File: src/rtl/fsd_text_buffer_pkg.sv
// Shared constants and state encoding for the fourteen-segment text line buffer.
package fsd_text_buffer_pkg;

  localparam int unsigned FsdDigitCount = 4;
  localparam int unsigned AsciiBitWidth = 8;
  localparam int unsigned FsdTextDepth  = 16;
  localparam int unsigned FsdScrollDiv  = 250;
  localparam logic [7:0]  AsciiSpace    = 8'h20;

  typedef enum logic [0:0] {
    StIdle   = 1'b0,
    StScroll = 1'b1
  } fsd_text_state_e;

endpackage

File: src/rtl/fsd_scroll_timer.sv
// Modulo-ScrollDiv tick generator; step_o pulses for one cycle at terminal count.
module fsd_scroll_timer #(
  parameter int unsigned ScrollDiv = 250
) (
  input  logic clk_i,
  input  logic rst_i,
  input  logic restart_i,
  output logic step_o
);

  localparam int unsigned    TickW   = $clog2(ScrollDiv);
  localparam logic [TickW-1:0] TickMax = TickW'(ScrollDiv - 1);

  logic [TickW-1:0] tick_q, tick_d;

  // Count up, wrapping at terminal count; restart forces the count back to zero.
  always_comb begin
    tick_d = tick_q + 1'b1;
    if (restart_i || (tick_q == TickMax)) begin
      tick_d = '0;
    end
  end

  // Tick counter register.
  always_ff @(posedge clk_i or posedge rst_i) begin
    if (rst_i) begin
      tick_q <= '0;
    end else begin
      tick_q <= tick_d;
    end
  end

  assign step_o = (tick_q == TickMax) && !restart_i;

endmodule

File: src/rtl/fsd_text_buffer.sv
// Text line buffer feeding the fourteen-segment encoder: tail view or marquee scroll.
module fsd_text_buffer
  import fsd_text_buffer_pkg::*;
#(
  parameter int unsigned DigitCount = FsdDigitCount,
  parameter int unsigned CharWidth  = AsciiBitWidth,
  parameter int unsigned Depth      = FsdTextDepth,
  parameter int unsigned ScrollDiv  = FsdScrollDiv
) (
  input  logic                             clk_ctrl_i,
  input  logic                             reset_i,
  input  logic [CharWidth-1:0]             char_in_i,
  input  logic                             char_valid_i,
  input  logic                             clear_i,
  input  logic                             scroll_en_i,
  output logic [DigitCount*CharWidth-1:0]  chars_o,
  output logic [DigitCount-1:0]            dp_o,
  output logic [$clog2(Depth+1)-1:0]       count_o,
  output logic                             full_o
);

  localparam int unsigned CountW = $clog2(Depth + 1);
  localparam int unsigned OffW   = $clog2(Depth + DigitCount);
  localparam int unsigned IdxW   = $clog2(Depth);
  localparam logic [CharWidth-1:0] Space = CharWidth'(AsciiSpace);

  logic [CharWidth-1:0] entries_q [Depth];
  logic [CharWidth-1:0] entries_d [Depth];
  logic [CountW-1:0]    count_q, count_d;
  logic [OffW-1:0]      off_q, off_d;
  fsd_text_state_e      state_q, state_d;

  logic [DigitCount*CharWidth-1:0] chars_q, chars_d;
  logic [DigitCount-1:0]           dp_q, dp_d;
  logic                            full_q, full_d;

  logic          accept, restart, step;
  logic [OffW:0] len_q, len_d;

  assign accept  = char_valid_i && (char_in_i != '0);
  assign restart = (state_q != StScroll) || (state_d != StScroll);
  assign len_q   = (OffW+1)'(count_q) + (OffW+1)'(DigitCount);
  assign len_d   = (OffW+1)'(count_d) + (OffW+1)'(DigitCount);

  fsd_scroll_timer #(
    .ScrollDiv (ScrollDiv)
  ) u_timer (
    .clk_i     (clk_ctrl_i),
    .rst_i     (reset_i),
    .restart_i (restart),
    .step_o    (step)
  );

  // Shift array: clear beats append; the oldest entry falls off the end when full.
  always_comb begin
    entries_d = entries_q;
    count_d   = count_q;
    if (clear_i) begin
      for (int i = 0; i < Depth; i++) entries_d[i] = Space;
      count_d = '0;
    end else if (accept) begin
      entries_d[0] = char_in_i;
      for (int i = 1; i < Depth; i++) entries_d[i] = entries_q[i-1];
      if (count_q != CountW'(Depth)) count_d = count_q + 1'b1;
    end
  end

  // Mode FSM and scroll offset; any edit snaps back to the tail view.
  always_comb begin
    state_d = state_q;
    off_d   = off_q;
    unique case (state_q)
      StIdle: begin
        if (!clear_i && !accept && scroll_en_i && (count_q > CountW'(DigitCount))) begin
          state_d = StScroll;
          off_d   = '0;
        end
      end
      StScroll: begin
        if (clear_i || accept || !scroll_en_i) begin
          state_d = StIdle;
          off_d   = '0;
        end else if (step) begin
          off_d = ({1'b0, off_q} == len_q - 1'b1) ? '0 : off_q + 1'b1;
        end
      end
      default: begin
        state_d = StIdle;
        off_d   = '0;
      end
    endcase
  end

  // Per-slot window select, built from next-state values so outputs lag events by one edge.
  for (genvar k = 0; k < DigitCount; k++) begin : g_slot
    localparam int unsigned J = DigitCount - 1 - k;
    logic [OffW:0]         vraw, vidx;
    logic [IdxW-1:0]       eidx;
    logic [CharWidth-1:0]  idle_c, scroll_c;

    // V index = (o + j) mod L by a single compare-and-subtract (o < L, j < L).
    always_comb begin
      vraw     = {1'b0, off_d} + (OffW+1)'(J);
      vidx     = (vraw >= len_d) ? (vraw - len_d) : vraw;
      eidx     = IdxW'((OffW+1)'(count_d) - vidx - 1'b1);
      scroll_c = Space;
      if (vidx < (OffW+1)'(count_d)) scroll_c = entries_d[eidx];
      idle_c   = (CountW'(k) < count_d) ? entries_d[k] : Space;
    end

    assign chars_d[k*CharWidth +: CharWidth] = (state_d == StScroll) ? scroll_c : idle_c;
  end

  assign dp_d   = (state_d == StScroll) ? DigitCount'(1) : '0;
  assign full_d = (count_d == CountW'(Depth));

  // State, storage and registered outputs.
  always_ff @(posedge clk_ctrl_i or posedge reset_i) begin
    if (reset_i) begin
      for (int i = 0; i < Depth; i++) entries_q[i] <= Space;
      count_q <= '0;
      off_q   <= '0;
      state_q <= StIdle;
      chars_q <= {DigitCount{Space}};
      dp_q    <= '0;
      full_q  <= 1'b0;
    end else begin
      for (int i = 0; i < Depth; i++) entries_q[i] <= entries_d[i];
      count_q <= count_d;
      off_q   <= off_d;
      state_q <= state_d;
      chars_q <= chars_d;
      dp_q    <= dp_d;
      full_q  <= full_d;
    end
  end

  assign chars_o = chars_q;
  assign dp_o    = dp_q;
  assign count_o = count_q;
  assign full_o  = full_q;

endmodule
File: config.mk
export PLATFORM = sky130hd
export DESIGN_NAME = fsd_text_buffer
export DESIGN_NICKNAME = d
export VERILOG_FILES = /design/src/rtl/fsd_text_buffer_pkg.sv /design/src/rtl/fsd_scroll_timer.sv /design/src/rtl/fsd_text_buffer.sv
export SDC_FILE = /design/constraint.sdc
export NUM_CORES = 1
export LEC_CHECK = 0
export BUFFER_PORTS_ARGS = -buffer_cell sky130_fd_sc_hd__buf_4
export CAP_MARGIN = 10
export CORE_MARGIN = 5
export CORE_UTILIZATION = 50
export CTS_BUF_LIST = sky130_fd_sc_hd__clkbuf_4
export CTS_CLUSTER_DIAMETER = 50
export DETAILED_ROUTE_END_ITERATION = 10
export GPL_TIMING_DRIVEN = 0
export MAX_ROUTING_LAYER = met4
export PLACE_DENSITY = 0.63
export SLEW_MARGIN = 20
export SYNTH_ARGS = -nofsm -noshare
export SYNTH_HDL_FRONTEND = slang
export SYNTH_SLANG_ARGS = --single-unit
File: constraint.sdc
create_clock -name clk_ctrl_i -period 17.9 [get_ports clk_ctrl_i]
set_input_delay 2.685 -clock clk_ctrl_i [delete_from_list [all_inputs] [get_ports clk_ctrl_i]]
set_output_delay 2.685 -clock clk_ctrl_i [all_outputs]
set_load 0.02 [all_outputs]
**Yosys cells after proc, flatten, opt, wreduce, memory -nomap -nowiden**

Cells that the tools add are included.

- Register bits: 181
- Input port bits: 13
- Output and inout port bits: 42
- Logic and storage cells: 128

- Add/subtract/negate cells: 21
- Order comparisons: 17
- Equal/unequal tests: 4
- Mux-type cells: 43
- Bitwise operators: 6
- Reductions and logical operators: 14

Operator list:

| operator | count |
|---|---|
| two-way mux 128 bit | 2 |
| two-way mux 8 bit | 21 |
| binary-select mux 8 bit (select 4 bit) | 4 |
| two-way mux 5 bit | 7 |
| < comparator 6 x 5 -> 1 bit | 4 |
| two-way mux 6 bit | 4 |
| greater-or-equal comparator 5 bit, second input constant | 4 |
| NOT 4 -> 5 bit | 4 |
| greater-or-equal comparator 6 bit | 3 |
| subtractor 6 bit | 3 |
| subtractor 4 x 1 -> 4 bit, second input constant | 4 |
| subtractor 4 bit | 4 |
| adder 5 x 2 -> 6 bit, second input constant | 2 |
| adder 5 x 3 -> 6 bit, second input constant | 2 |
| adder 5 x 1 -> 5 bit, second input constant | 2 |
| < comparator 1 x 5 -> 1 bit, first input constant | 2 |
| < comparator 2 x 5 -> 1 bit, first input constant | 2 |
| case mux 5 bit (2 select lines) | 1 |
| adder 8 x 1 -> 8 bit, second input constant | 1 |
| equality test 8 bit, second input constant | 1 |
| nonzero test 8 bit | 1 |
| adder 5 x 1 -> 6 bit, second input constant | 1 |
| equality test 5 x 6 -> 1 bit | 1 |
| greater-or-equal comparator 5 x 6 -> 1 bit | 1 |
| 11 further kinds | 24 |

**Longest topological paths before layout**

Gate-level depths: netlist (run 1).

- Depth in word-level cells: 26
- Mapped depth: 33
- Mapped depth without buffers: 29

**By module**

From an unflattened synthesis (run 1), not the netlist that was laid out.

- Cells, all modules: 1707
- Area, all modules: 14432.6 sq um

Modules (own cells, without submodules):

| module | times used | cells each | area an instance (sq um) | sequential area each (sq um) |
|---|---|---|---|---|
| fsd_text_buffer | 1 | 1663 | 13993.4 | 4329.2 |
| fsd_scroll_timer | 1 | 44 | 439.2 | 200.2 |

**Worst setup path after synthesis (run 1)**

Ideal clock, no wire load.

- Path kind: input to register
- From: input char_in_i[7]
- To: register chars_q[12] (netlist: chars_o[12])
- Setup time: 0.141 ns
- Data arrival time: 8.778 ns
- Required time: 17.759 ns
- Slack: 8.981 ns
- Stages on the path: 26
- Path through: or4_1 -> buf_2 -> o21ai_4 -> buf_6 -> buf_4 -> buf_6 -> a41o_1 -> xnor2_1 -> nor2_1 -> ha_1 -> inv_1 -> fa_1 -> a21oi_1 -> nor2_1 -> nor2_1 -> o41ai_1 -> a21o_1 -> a21oi_1 -> o21ai_0 -> ha_1 -> clkbuf_1 -> clkbuf_1 -> mux4_2 -> and2_1 -> a221oi_1 -> o32ai_2

- Elaborated cells on any way between the ends: 39

RTL lines:

| element | line | source |
|---|---|---|
| start: declaration | fsd_text_buffer.sv:12 | `input logic [CharWidth-1:0] char_in_i,` |
| nonzero test 8 bit (*) | fsd_text_buffer.sv:40 | `assign accept = char_valid_i && (char_in_i != '0);` |
| logical AND 1 bit (*) | fsd_text_buffer.sv:40 |  |
| two-way mux 5 bit (*) | fsd_text_buffer.sv:61 | `end else if (accept) begin` |
| two-way mux 5 bit (*) | fsd_text_buffer.sv:58 | `if (clear_i) begin` |
| net count_d[0] | fsd_text_buffer.sv:29 | `logic [CountW-1:0] count_q, count_d;` |
| adder 5 x 3 -> 6 bit | fsd_text_buffer.sv:43 | `assign len_d = (OffW+1)'(count_d) + (OffW+1)'(DigitCount);` |
| subtractor 6 bit or greater-or-equal comparator 6 bit (tied branches) | fsd_text_buffer.sv:104 | `vidx = (vraw >= len_d) ? (vraw - len_d) : vraw;` |
| two-way mux 6 bit | fsd_text_buffer.sv:104 |  |
| subtractor 4 bit | fsd_text_buffer.sv:105 | `eidx = IdxW'((OffW+1)'(count_d) - vidx - 1'b1);` |
| subtractor 4 x 1 -> 4 bit | fsd_text_buffer.sv:105 |  |
| NOT 4 -> 5 bit (implied by the code) | fsd_text_buffer.sv:107 | `if (vidx < (OffW+1)'(count_d)) scroll_c = entries_d[eidx];` |
| binary-select mux 8 bit (select 4 bit) | fsd_text_buffer.sv:107 |  |
| two-way mux 8 bit (implied by the code) (2 in series) | fsd_text_buffer.sv:107 |  |
| two-way mux 8 bit | fsd_text_buffer.sv:107 |  |
| two-way mux 8 bit (*) | fsd_text_buffer.sv:111 | `assign chars_d[k*CharWidth +: CharWidth] = (state_d == StScroll) ? scroll_c : idle_c;` |
| net chars_d[12] | fsd_text_buffer.sv:33 | `logic [DigitCount*CharWidth-1:0] chars_q, chars_d;` |
| end signal: assignment | fsd_text_buffer.sv:124 | `chars_q <= {DigitCount{Space}};` |
| end signal: assignment | fsd_text_buffer.sv:132 | `chars_q <= chars_d;` |
| end: declaration | fsd_text_buffer.sv:33 |  |

The timed path passes the listed nets; every way through them passes the cells marked *. The select of a mux whose other input is x is not followed.

**Worst setup path in the final report (run 1)**

- From: input char_in_i[7]
- To: register chars_q[3] (netlist: chars_o[3])

The elaborated chain is that of the path after synthesis.

==> results.py, run 1 <==
metrics = {
    "cells_and_area": {
        "drive_gt1_share_pct": 16.2,
        "final_cell_mix": "nand2_1 (194), dfrtp_1 (160), a21oi_1 (95)",
        "fillers": 2632,
        "regArea_sq_um": 4530,
        "utilization_pct": 55.1,
        "final_common_cell": "nand2_1",
        "syn2layout_area_growth_pct": 8.90,
        "instances_no_fill": 1961,
        "fin_nets": 1653,
        "multi_input_area_sq_um": 8700,
    },
    "drt": {
        "ant_nets": 0,
        "drt_iter0_markers": 1996,
        "wl_mm": 61.6,
        "firstDrtPassIters": 6,
        "avgViaCountPerCell": 6.99,
        "drc_errors": 0,
        "vias": 13702,
        "avgRoutedWirePerCell_um": 31.4,
    },
    "placement": {
        "dp_hpwl_mm": 45.5,
        "place_inst": 1928,
        "place.port_buffers": 50,
        "gp_congestion": 1.07,
    },
    "worst_setup_path": {
        "r2r-start": "count_o[0]",
        "r2r_slack_ps": 8650,
        "reg2reg_to": "chars_o[3]",
        "crit_family": "compound AO/OA/AOI/OAI gates",
        "cp-start-kind": "input pin",
        "end_kind": "flop",
        "critPathBufInv": 9,
        "slowest_delay_ps": 750,
        "cp_max_fo": 15,
        "cp.arrival_ps": 11650,
        "r2r_cells": 27,
        "cp-startpoint": "char_in_i[7]",
        "slowest_stage": "clkbuf_1",
        "critPathKind": "in -> reg",
        "worstPathRequired_ps": 18440,
        "cpMostUsedCell": "a21oi_1",
    },
    "grt": {
        "grt_pass1_vias": 13371,
        "grt_usage_pct": 40.2,
        "antenna_found_initial": 1,
        "grt_max_degree": 95,
        "grt_pass1_wl_mm": 89.0,
        "grt.overflow.total": 0,
    },
    "timing": {
        "rsz0062_at_grt": "no",
        "max_freq_mhz": 90.0,
        "slew-limit-headroom_pct": 15.9,
        "fin_setup_tns_ps": 0,
        "fin_crit_ps": 11110,
        "hold_viol": 0,
        "finalSetupViolations": 0,
        "tightest_slew_ps": 1260,
        "finalClockSkew_ps": 35.7,
        "period_share_pct": 62.1,
        "final-max-slew-violation-count": 0,
    },
    "synth": {
        "ys_seq_area_share_pct": 32.3,
        "synthArstFlopShare_pct": 100,
        "synth_area_sq_um": 14000,
        "avgSynthCellArea_sq_um": 9.39,
        "synth_cells": 1494,
        "ys_ff_latch": 180,
        "yosysWarnings": 0,
        "yosysUniqueCellTypes": 87,
        "synth_edf_count": 0,
        "synth_ff_type": "dfrtp_1",
    },
    "clock_tree": {
        "clock_sinks": 180,
        "clock_latency_ps": 640,
        "h-tree-depth": 4,
        "cts_setup_buffers": 0,
        "ctsHoldBuffers": 0,
        "cts-root-buf": "clkbuf_4",
        "cts-resized-gates": 0,
        "cts_tree": "built",
        "clockBufferDepth": 2,
        "numCtsBuffers": 17,
        "clkTransAtPathRegs_ps": 170,
    },
    "floorplan": {
        "num_rows": 61,
        "num_io_pins": 55,
        "die_x_um": 177,
        "dieArea_sq_um": 31500,
        "fp.coreArea_sq_um": 27700,
        "start_util_pct": 50.6,
        "die_y_um": 177,
    },
    "min_path": {
        "hold_path_class": "reg -> reg",
        "hold_start": "u_timer.tick_q[0]",
        "min_path_cells": 1,
        "min_to": "u_timer.tick_q[0]",
    },
    "job": {
        "maxCapViolCount": 0,
    },
    "power": {
        "power.density_nw_per_um2": 62.1,
        "p_leak_nw": 6.58,
        "vdd_drop_max_mv": 0.0355,
        "totalPowerFinal_mw": 0.948,
    },
    "run_status": {
        "status": "finished clean",
    },
}
[how the worst max path moves through the flow]
stage | to | cells after the start
detailed placement | chars_o[8] | 28
global route | chars_o[3] | 27
finish | chars_o[3] | 28
global placement | chars_o[4] | 27
CTS | chars_o[8] | 28
floorplan | chars_o[12] | 26
[flip-flops by register name, summed over array words and instances (netlist names)]
| signal | flops |
|---|---|
| chars_o | 32 |
| full_o | 1 |
| off_q | 5 |
| dp_o | 1 |
| entries_q | 128 |
| count_o | 5 |
| u_timer.tick_q | 8 |
[worst reg2reg max path, delay by kind of cell (launching register included)]
family | cells | cell delay (ps)
xor+xnor | 1 | 270
fa+ha+maj | 5 | 1640
compound gates | 12 | 3440
flops | 1 | 560
simple gates | 3 | 950
buf+inv | 5 | 1930
mux | 1 | 370
[final cells by class]
cell class	instances	area share, %
antenna	1	0.0164
buffer	101	3.32
clock buffer	18	0.885
clock inverter	14	0.967
inverter	89	2.24
multi-input combinational	1126	57.0
sequential	180	29.7
tap	378	3.10
timing repair buffer	54	2.86
[layer usage]
metal	wire length [um]	track usage, %
met1	22700	48.6
met2	26800	59.8
met3	7480	12.3
met4	4610	23.1
met5	0	-
[power breakdown]
part | internal [mW] | switching, mW | leakage [nW] | total (mW)
Combinational | 0.0745 | 0.208 | 3.99 | 0.282
Sequential | 0.412 | 0.00369 | 2.44 | 0.415
Clock | 0.0757 | 0.175 | 0.150 | 0.251
Total | 0.562 | 0.387 | 6.58 | 0.948
[cells in the mapped netlist, types with 7 or more instances]
master	count	share of area (%)
a211oi_1	20	1.1
dfrtp_1	160	29
nor2_1	79	2.1
buf_2	13	0.46
mux2i_1	54	3.9
ha_1	64	5.7
o21a_1	13	0.70
nor2b_1	34	1.5
fa_1	7	1.0
mux2_2	14	1.1
and3_1	24	1.1
nand3_1	21	0.75
a21o_1	21	1.1
xnor2_1	31	1.9
a21oi_1	96	3.4
nor3_1	23	0.82
mux4_2	77	12
o21ai_0	53	1.9
o211ai_1	9	0.48
and2_1	14	0.62
a22oi_1	17	0.91
buf_6	9	0.72
nand2_1	194	5.2
clkbuf_1	59	1.6
a31oi_1	26	1.2
inv_1	85	2.3
dfstp_2	20	3.7
a221oi_1	16	1.0
o21ai_1	11	0.39
buf_1	10	0.27
nand2b_1	8	0.36
xor2_1	17	1.1
buf_4	10	0.54
o22ai_1	58	2.6
o32ai_1	9	0.56
o31ai_1	10	0.54
[logic make-up (layout without fill, tap and decap cells)]
group,Yosys count,in the layout,synth area share (%)
xor gates and xnor gates,48,48,3.00
and+or+nand+nor,434,434,14.3
AOI/OAI and AO/OA,425,425,20.3
other,1,4,0.0267
DFF,180,180,32.3
muxes,145,145,17.3
adders and majority gates,71,71,6.71
buffers and inverters,190,276,5.95
[through the flow]
stage | area, sq um | hold WS, ps | worst slack, ps
floorplan | 14000 | 480 | 8980
global placement | 14900 | 499 | 5990
detailed placement | 15000 | 516 | 6540
CTS | 15300 | 536 | 7190
global route | 15300 | 584 | 6610
finish | 15300 | 534 | 6790
(Power assumes the default switching activity.)
==> run 2, diff against run 1 <==
Settings changed: PLACE_DENSITY 0.63 to 0.65.
Clock period 17.9 ns to 9.6 ns, I/O delays scaled along.
==> results.py, run 2 (synthesis results as in run 1) <==
metrics = {
    "placement": {
        "gp_congestion": 1.04,
        "place_inst": 1926,
        "place.port_buffers": 50,
        "dp_hpwl_mm": 45.6,
    },
    "timing": {
        "finalClockSkew_ps": 43.6,
        "tightest_slew_ps": 1240,
        "period_share_pct": 98.7,
        "whs_ps": 530,
        "final-max-slew-violation-count": 0,
        "finalSetupViolations": 0,
        "fin_crit_ps": 9480,
        "hold_viol": 0,
        "slew-limit-headroom_pct": 17.2,
        "max_freq_mhz": 106,
        "fin_setup_tns_ps": 0,
        "rsz0062_at_grt": "no",
    },
    "worst_setup_path": {
        "end_kind": "flop",
        "r2r_slack_ps": 720,
        "cp_max_fo": 12,
        "critPathKind": "in -> reg",
        "cpMostUsedCell": "clkbuf_1",
        "slowest_stage": "a21oi_2",
        "slowest_delay_ps": 910,
        "reg2reg_to": "chars_o[4]",
        "cp-start-kind": "input pin",
        "worstPathRequired_ps": 10070,
        "r2r_cells": 27,
        "r2r-start": "count_o[0]",
        "cp.arrival_ps": 9950,
    },
    "run_status": {
        "status": "finished, violations left",
        "violations": "design-rule violations",
    },
    "clock_tree": {
        "clkTransAtPathRegs_ps": 160,
        "cts-root-buf": "clkbuf_4",
        "clock_sinks": 180,
        "numCtsBuffers": 17,
        "clockBufferDepth": 2,
        "cts_setup_buffers": 0,
        "cts_tree": "built",
        "h-tree-depth": 4,
        "ctsHoldBuffers": 0,
        "clock_latency_ps": 650,
        "cts-resized-gates": 0,
    },
    "grt": {
        "grt_max_degree": 96,
        "antenna_found_initial": 1,
        "grt_pass1_wl_mm": 90.3,
        "grt_pass1_vias": 13345,
        "grt_usage_pct": 40.8,
        "grt.overflow.total": 0,
    },
    "cells_and_area": {
        "instances_no_fill": 1959,
        "drive_gt1_share_pct": 16.4,
        "fin_nets": 1651,
        "syn2layout_area_growth_pct": 9.07,
        "largest-register": "entries_q",
        "final_cell_mix": "nand2_1 (193), dfrtp_1 (160), a21oi_1 (95)",
        "final_common_cell": "nand2_1",
        "largest_reg_flops": 128,
        "fillers": 2563,
    },
    "floorplan": {
        "num_rows": 61,
        "start_util_pct": 50.6,
        "die_y_um": 177,
        "die_x_um": 177,
        "num_io_pins": 55,
        "dieArea_sq_um": 31500,
        "fp.coreArea_sq_um": 27700,
    },
    "drt": {
        "wl_mm": 62.0,
        "avgRoutedWirePerCell_um": 31.6,
        "ant_nets": 0,
        "drc_errors": 1,
        "vias": 13659,
        "drt_iter0_markers": 1809,
        "avgViaCountPerCell": 6.97,
        "firstDrtPassIters": 11,
    },
    "power": {
        "p_leak_nw": 6.59,
        "power.density_nw_per_um2": 116,
        "totalPowerFinal_mw": 1.78,
        "vdd_drop_max_mv": 0.0642,
    },
    "min_path": {
        "min_path_cells": 1,
        "hold_path_class": "reg -> reg",
        "hold_start": "u_timer.tick_q[0]",
        "min_to": "u_timer.tick_q[0]",
    },
    "job": {
        "maxCapViolCount": 0,
    },
}
==> run 2: changes by cell type in the layout (fill, tap and decap cells not counted), moves of 2 or more <==
cell / delta
clkbuf_2: +2
inv_8: -2
clkbuf_1: -2
clkinv_4: +2
==> run 2: layout make-up <==
class / count / area (sq um) / share of cell area (%)
Antenna cell: 1 / 2.50 / 0.0164
Clock inverter: 13 / 149 / 0.973
Sequential cell: 180 / 4530 / 29.6
Buffer: 101 / 515 / 3.37
Tap cell: 378 / 473 / 3.09
Timing Repair Buffer: 52 / 418 / 2.73
Inverter: 89 / 342 / 2.23
Clock buffer: 19 / 143 / 0.933
Multi-Input combinational cell: 1126 / 8720 / 57.0
==> run 2: worst max path at each step <==
stage                            start     endpoint  slack (ps)  cells past startpoint
after floorplan           char_in_i[7]  chars_o[12]        1930                     26
after global placement    char_in_i[7]   chars_o[4]       -1030                     27
after detailed placement       clear_i   chars_o[4]        -610                     22
after CTS                      clear_i   chars_o[4]          40                     22
after global routing           clear_i  chars_o[12]          10                     23
final                          clear_i  chars_o[28]         120                     27
==> run 2: per-stage QoR <==
stage          utilization (%)  setup slack [ps]  area, sq um
2_1_floorplan                -              1930        14000
3_3_place_gp              53.7             -1030        14900
3_5_place_dp              54.0              -611        15000
4_1_cts                   55.1              36.9        15300
5_1_grt                   55.2              13.0        15300
6_report                  55.2               124        15300
==> run 2: per-layer routing <==
layer / vias to the layer above / GRT usage (%) / share of wire (%)
met3: 308 / 12.3 / 11
met1: 6705 / 49.3 / 37
met4: 0 / 26.8 / 8.4
met2: 967 / 59.3 / 43
met5: - / - / 0
li1: 5679 / - / -
==> run 2: where the power goes <==
part / internal [mW] / total, mW / leakage (nW) / switching, mW
clock: 0.166 / 0.485 / 0.158 / 0.320
sequential: 0.768 / 0.774 / 2.44 / 0.00678
combinational: 0.139 / 0.520 / 3.99 / 0.381
total: 1.07 / 1.78 / 6.59 / 0.708
==> run 2: worst max-delay path, delay by kind of cell <==
family / cells / cell delay [ps]
adders and majority gates: 4 / 1420
AOI/OAI and AO/OA: 6 / 2220
and+or+nand+nor: 6 / 1130
buffers and inverters: 11 / 3730
